<file path="src/rtl/dtm_dmi_ctrl_pkg.sv">
// Shared DMI encodings and controller state for the DTM system-clock side.
package dtm_dmi_ctrl_pkg;

  localparam int DMI_ABITS    = 7;
  localparam int DBUS_M_WIDTH = DMI_ABITS + 34;
  localparam int DBUS_S_WIDTH = 34;

  localparam logic [1:0] DMI_OP_NOP   = 2'd0;
  localparam logic [1:0] DMI_OP_READ  = 2'd1;
  localparam logic [1:0] DMI_OP_WRITE = 2'd2;

  localparam logic [1:0] DMI_RESP_OK     = 2'd0;
  localparam logic [1:0] DMI_RESP_FAILED = 2'd2;
  localparam logic [1:0] DMI_RESP_BUSY   = 2'd3;

  typedef enum logic [1:0] {
    ST_IDLE  = 2'd0,
    ST_REQ   = 2'd1,
    ST_WAIT  = 2'd2,
    ST_DRAIN = 2'd3
  } dmi_state_e;

endpackage

</file>
<file path="src/rtl/dtm_dmi_ctrl.sv">
// DMI access controller: turns JTAG dmi update/capture events into single
// outstanding requests to the debug module and tracks sticky dmistat.
module dtm_dmi_ctrl
  import dtm_dmi_ctrl_pkg::*;
#(
  parameter int ABITS        = DMI_ABITS,
  parameter int RESP_TIMEOUT = 255
) (
  input  logic               sys_clk,
  input  logic               sys_rst,
  input  logic               dmi_update,
  input  logic [ABITS+33:0]  dmi_update_bits,
  input  logic               dmi_capture,
  output logic [ABITS+33:0]  dmi_capture_bits,
  input  logic               dmireset,
  input  logic               dmihardreset,
  output logic [1:0]         dmistat,
  output logic               dtm_req_valid,
  input  logic               dtm_req_ready,
  output logic [ABITS+33:0]  dtm_req_bits,
  input  logic               dm_resp_valid,
  output logic               dm_resp_ready,
  input  logic [33:0]        dm_resp_bits
);

  localparam int         MW      = ABITS + 34;
  localparam logic [7:0] TO_LAST = 8'(RESP_TIMEOUT - 1);

  dmi_state_e  state;
  logic [7:0]  cnt;
  logic [31:0] rdata;
  logic [1:0]  new_err;
  logic [1:0]  upd_op;
  logic        upd_ok;

  assign upd_op = dmi_update_bits[1:0];
  assign upd_ok = dmi_update && !dmireset && (dmistat == DMI_RESP_OK) &&
                  (upd_op == DMI_OP_READ || upd_op == DMI_OP_WRITE);

  // Error raised this cycle; a DM response takes precedence over a timeout
  // in the same cycle, and both take precedence over a busy access.
  always_comb begin
    new_err = DMI_RESP_OK;
    if (state == ST_WAIT && dm_resp_valid && dm_resp_bits[1])
      new_err = dm_resp_bits[1:0];
    else if (state == ST_WAIT && !dm_resp_valid && cnt == TO_LAST)
      new_err = DMI_RESP_FAILED;
    else if (state != ST_IDLE && (dmi_update || dmi_capture))
      new_err = DMI_RESP_BUSY;
  end

  always_ff @(posedge sys_clk) begin
    if (sys_rst) begin
      state            <= ST_IDLE;
      cnt              <= '0;
      rdata            <= '0;
      dmistat          <= DMI_RESP_OK;
      dtm_req_valid    <= 1'b0;
      dm_resp_ready    <= 1'b0;
      dtm_req_bits     <= '0;
      dmi_capture_bits <= '0;
    end else if (dmihardreset) begin
      state         <= ST_IDLE;
      cnt           <= '0;
      dmistat       <= DMI_RESP_OK;
      dtm_req_valid <= 1'b0;
      dm_resp_ready <= 1'b0;
    end else begin
      if (dmireset)
        dmistat <= DMI_RESP_OK;
      else if (dmistat == DMI_RESP_OK)
        dmistat <= new_err;

      if (dmi_capture)
        dmi_capture_bits <= {dtm_req_bits[MW-1:34], rdata,
                             (state != ST_IDLE) ? DMI_RESP_BUSY : dmistat};

      case (state)
        ST_IDLE: begin
          if (upd_ok) begin
            dtm_req_bits  <= dmi_update_bits;
            dtm_req_valid <= 1'b1;
            state         <= ST_REQ;
          end
        end
        ST_REQ: begin
          if (dtm_req_ready) begin
            dtm_req_valid <= 1'b0;
            dm_resp_ready <= 1'b1;
            cnt           <= '0;
            state         <= ST_WAIT;
          end
        end
        ST_WAIT: begin
          if (dm_resp_valid) begin
            rdata         <= dm_resp_bits[33:2];
            dm_resp_ready <= 1'b0;
            state         <= ST_IDLE;
          end else begin
            cnt <= cnt + 8'd1;
            if (cnt == TO_LAST)
              state <= ST_DRAIN;
          end
        end
        ST_DRAIN: begin
          // The abandoned response is swallowed without touching rdata.
          if (dm_resp_valid) begin
            dm_resp_ready <= 1'b0;
            state         <= ST_IDLE;
          end
        end
        default: state <= ST_IDLE;
      endcase
    end
  end

endmodule

</file>
<file path="config.mk">
export PLATFORM = sky130hd
export DESIGN_NAME = dtm_dmi_ctrl
export DESIGN_NICKNAME = d
export VERILOG_FILES = /design/src/rtl/dtm_dmi_ctrl_pkg.sv /design/src/rtl/dtm_dmi_ctrl.sv
export SDC_FILE = /design/constraint.sdc
export NUM_CORES = 1
export LEC_CHECK = 0
export ABC_AREA = 1
export CELL_PAD_IN_SITES_DETAIL_PLACEMENT = 0
export CELL_PAD_IN_SITES_GLOBAL_PLACEMENT = 1
export CORE_MARGIN = 5
export CORE_UTILIZATION = 28
export CTS_BUF_LIST = sky130_fd_sc_hd__clkbuf_16
export CTS_CLUSTER_SIZE = 10
export DETAILED_ROUTE_END_ITERATION = 6
export PLACE_DENSITY = 0.71
export SYNTH_ARGS = -nofsm -noshare
export SYNTH_HDL_FRONTEND = slang
export SYNTH_SLANG_ARGS = --single-unit
</file>
<file path="constraint.sdc">
create_clock -name sys_clk -period 1.3 [get_ports sys_clk]
set_input_delay 0.13 -clock sys_clk [delete_from_list [all_inputs] [get_ports sys_clk]]
set_output_delay 0.13 -clock sys_clk [all_outputs]
set_load 0.005 [all_outputs]
</file>
Word-level counts from Yosys, hierarchy flattened

Cells that the tools add are included.

Bits in registers: 128
Output and inout bits: 86
Logic and storage cells: 69

Equal/unequal tests: 12
Bitwise gates (word level): 1
Add/subtract/negate cells: 1
Mux-type cells: 19
Reduce and logical (&&, ||, !) cells: 28

Operators by type and width:

| operator              | number |
|---|---|
| $mux W2               | 9 |
| $mux W8               | 2 |
| $pmux W8 S2           | 1 |
| $reduce_and A3 Y1     | 5 |
| $add A8 B1 Y8 const B | 1 |
| $eq A8 B8 Y1 const B  | 1 |
| $logic_and A1 B1 Y1   | 8 |
| $ne A2 B2 Y1 const B  | 4 |
| $pmux W2 S4           | 1 |
| $reduce_bool A2 Y1    | 4 |
| $eq A2 B2 Y1 const B  | 3 |
| $eq A2 B1 Y1 const B  | 2 |
| $logic_not A2 Y1      | 2 |
| $mux W1               | 4 |
| $pmux W1 S2           | 2 |
| $reduce_and A4 Y1     | 1 |
| $reduce_or A2 Y1      | 2 |
| $ne A3 B2 Y1 const B  | 1 |
| $reduce_or A3 Y1      | 1 |
| $logic_not A1 Y1      | 2 |
| $logic_or A1 B1 Y1    | 2 |
| $ne A2 B1 Y1 const B  | 1 |
| $reduce_and A2 Y1     | 1 |
| $not A1 Y1            | 1 |

Longest topological paths before layout

Word-level depth: 6
Gate-level depth with buffers: 9

Worst setup path before layout

Ideal clock, no wire load.

Path kind: flip-flop to flip-flop
From: reg state[1]
To: reg rdata[10]
Arrival time: 1.094 ns
Buffers on the path: 2
Path slack: 0.092 ns
Cell stages (with the launch flop): 8
Data required time: 1.186 ns
Cell sequence: dfxtp_1 > buf_4 > inv_2 > nor2_4 > nand3_2 > clkbuf_1 > o21ai_1 > nor2_1

Word-level cells in the longest chain between the ends: 2

Ends and longest elaborated chain:

| element                            | line               | text |
|---|---|---|
| from (decl)                        | dtm_dmi_ctrl.sv:29 | `dmi_state_e state;` |
| from (signal assigned)             | dtm_dmi_ctrl.sv:54 | `state <= ST_IDLE;` |
| from (signal assigned)             | dtm_dmi_ctrl.sv:63 | `state <= ST_IDLE;` |
| from (signal assigned)             | dtm_dmi_ctrl.sv:83 | `state <= ST_REQ;` |
| $eq A2 B2 Y1                       | dtm_dmi_ctrl.sv:78 | `case (state)` |
| $reduce_and A3 Y1 (no source line) | --                 |  |
| to (signal assigned)               | dtm_dmi_ctrl.sv:96 | `rdata <= dm_resp_bits[33:2];` |
| to (decl)                          | dtm_dmi_ctrl.sv:31 | `logic [31:0] rdata;` |

No other way between the ends.
A chain may end at the register's enable or synchronous reset.

Worst setup path in the final report

From: reg state[0]
To: reg dtm_req_bits[18]

Word-level cells in the longest chain between the ends: 2

Ends and longest elaborated chain:

| element                            | line               | text |
|---|---|---|
| $logic_not A2 Y1                   | dtm_dmi_ctrl.sv:78 |  |
| $reduce_and A3 Y1 (no source line) | --                 |  |
| to (signal assigned)               | dtm_dmi_ctrl.sv:81 | `dtm_req_bits <= dmi_update_bits;` |
| to (decl)                          | dtm_dmi_ctrl.sv:20 | `output logic [ABITS+33:0] dtm_req_bits,` |

No other way between the ends.

==> impl_metrics.ini <==
[run_status]
status = finished, violations left
violations = setup timing

[placement]
dp.cells = 1086
place.gp.congestion = 0.7683
portBuffers = 168
dp_hpwl_mm = 10.13
dpl_cell_area_sq_um = 7207

[sta]
final.setup.tns_ps = -8.791
fin_skew_ps = 11.13
period_share_pct = 100.5
finalCriticalPeriod_ps = 1307
worst_pin_slew_ps = 259.3
slew-limit-headroom_pct = 82.65
fin_ws_ps = -6.982
slew_violations = 0
fmax_mhz = 765.1
rsz0062_at_grt = yes
holdWs_ps = 293.2
hold_viol = 0
setup_viol = 3

[die]
core-area_sq_um = 17300
die_w_um = 142.9
dieArea_sq_um = 20430
fp-row-count = 48
start_util_pct = 28.61
io-pin-count = 169
die_height_um = 142.9

[grt]
grt_overflow = 0
grt_pass1_wl_mm = 22.95
grt_pass1_vias = 4586
antenna_found_initial = 0
track_usage_pct = 14.15
grt_start_max_net_pins = 40

[cts]
numCtsBuffers = 17
cts_tree = done
clock_latency_ps = 420
clk_pin_slew_ps = 60
cts_sinks = 128
root_buffer = clkbuf_16
postCtsHoldBufs = 0
clockBufferDepth = 2
htree_levels = 4

[layout]
nFillCells = 1734
final_area_sq_um = 8163
area_growth_pct = 64.96
instances_no_fill = 1129
nNetsFinal = 979
drive_above_1_share_pct = 18.92
final_util_pct = 47.19
diodes = 0

[yosys]
synth_area_sq_um = 4948
synth_warnings = 0
avgSynthCellArea_sq_um = 7.193
netlist_instances = 688
synth_top_family_by_area = simple AND/OR/NAND/NOR gates
synth_compound_area_share_pct = 9.937
synth-simple-area-share_pct = 29.23
synthDistinctLibCells = 26
yosys.area.top_type = dfxtp_1
synthTopCellsByCount = 230 x nor2_1, 128 x dfxtp_1, 111 x nand2_1
synth-seq-area-share_pct = 51.78
synthMuxAreaShare_pct = 0
mappedNetlistNets = 773
synth_fa_ha_area_share_pct = 0.5057
synth_top_area_share_pct = 51.78
ys.flop_type = dfxtp_1
synth_seq_cells = 128
yosysMostFrequentCell = nor2_1
yosys-top-cells-area = dfxtp_1 52%, nor2_1 17%, nand2_1 8.4%
synthArstFlopShare_pct = 0
synth_edf_count = 0
synth-xor-area-share_pct = 0.7080

[route]
routed_wl_mm = 15.41
drc = 0
vias = 4828
wl_per_cell_um = 13.65
first_pass_iters = 7
drtIter0Drc = 177
ant_nets = 0
routed_via_density = 4.276

[worst_hold_path]
worstHoldPathType = input pin to flip-flop
hp-start = dmi_update_bits[22]

[worst_setup_path]
rrSetupSlack_ps = -7
critPathCapture = dtm_req_bits[18]$_SDFFE_PP0P_
worstSetupPathType = flip-flop to flip-flop
setup.worst_path.start_class = flip-flop
cp-startpoint = state[0]$_SDFFE_PP0P_
reg2reg_depth = 7
crit_required_ps = 1610
r2r-start = state[0]$_SDFFE_PP0P_
crit_arrival_ps = 1610
end_kind = flip-flop
rr_endpoint = dtm_req_bits[18]$_SDFFE_PP0P_
cp_max_fo = 5

[power]
leakage_nw = 3.875
internal-power_mw = 7.657
power_density_nw_per_um2 = 1219
p_sw_mw = 2.290
p_seq_share_pct = 41.8
combPwrFrac_pct = 12.1
worst_ir_drop_vdd_mv = 0.8444
clkPwrFrac_pct = 46.1
swShare_pct = 23.02

[run]
cap_viol_max_count = 0
## repair_timing
item | in CTS | in global routing
gates cloned | 1 | 8
gates resized for setup | 97 | 92
setup endpoints to repair | 146 | 54
buffers inserted | 2 | 4
pin swaps | 2 | 19
## sequential cells by signal, summed over array words and instances, names as in the netlist
register,cells
dmistat,2
state,2
cnt,8
dtm_req_bits,41
dm_resp_ready,1
rdata,32
dmi_capture_bits,41
dtm_req_valid,1
## placed cells by master (no fill, tap or decap), types with 6 or more instances in the layout
cell,instances
a21oi_1,13
nand2_1,88
dfxtp_2,6
nand2_4,9
nor2_4,13
buf_4,29
nand2_2,16
inv_1,57
inv_2,7
dlygate4sd2_1,85
clkbuf_16,22
o21ai_0,44
dfxtp_1,121
clkdlybuf4s50_1,82
buf_12,11
buf_6,9
o21ai_1,33
nor2_2,31
nor2_1,189
## power groups by stage
stage	Combinational [mW]	Sequential, mW	Clock [mW]
3_5_place_dp	1.16	4.24	0
2_1_floorplan	0.402	4.25	0
6_report	1.20	4.16	4.59
4_1_cts	1.09	4.16	4.71
3_3_place_gp	1.16	4.24	0
5_1_grt	1.32	4.18	4.90
## how the worst min path moves through the flow
stage                                          to  slack [ps]  cells past startpoint
finish              dtm_req_bits[22]$_SDFFE_PP0P_         290                      3
global route        dtm_req_bits[36]$_SDFFE_PP0P_         290                      3
CTS                 dtm_req_bits[16]$_SDFFE_PP0P_         280                      3
detailed placement     dtm_req_valid$_SDFFE_PP0P_         460                      2
global placement       dtm_req_valid$_SDFFE_PP0P_         450                      2
floorplan              dtm_req_valid$_SDFFE_PP0P_         230                      1
## cell type report
class / instances / area [sq um] / share of cell area [%]
well taps: 225 / 281.5 / 3.449
flip-flops and latches: 128 / 2574 / 31.53
repair buffers: 222 / 2240 / 27.44
inverters: 63 / 237.7 / 2.912
clock buffers: 17 / 425.4 / 5.212
multi-input cells: 462 / 2276 / 27.88
clock inverters: 12 / 128.9 / 1.579
## stage by stage
| stage | total power, mW | setup WS (ps) |
|---|---|---|
| 2_1_floorplan | 4.648 | 92.46 |
| 3_5_place_dp | 5.401 | -447.0 |
| 4_1_cts | 9.966 | 3.961 |
| 5_1_grt | 10.40 | -94.18 |
| 3_3_place_gp | 5.405 | -373.1 |
| 6_report | 9.947 | -6.982 |
## routing by layer
layer / global-route usage (%) / routed length, um / part of all wire [%]
met2: 21.66 / 6770 / 44
met3: 5.760 / 1182 / 7.7
met4: 4.502 / 199 / 1.3
met5: 0 / 0 / 0
met1: 18.24 / 7253 / 47
## cells by family after synthesis
family,after synthesis
AOI/OAI and AO/OA,96
and+or+nand+nor,360
xor gates and xnor gates,4
adders and majority gates,2
DFF,128
buffers and inverters,98
## worst max-delay path: stages (launching register included)
cell	delay (ps)
dfxtp_2	340
buf_4	140
nor2_4	90
nand4_1	160
buf_6	200
clkbuf_16	170
nor2_2	80
nor2_1	50
No activity file was read; power rests on OpenSTA's default activity.
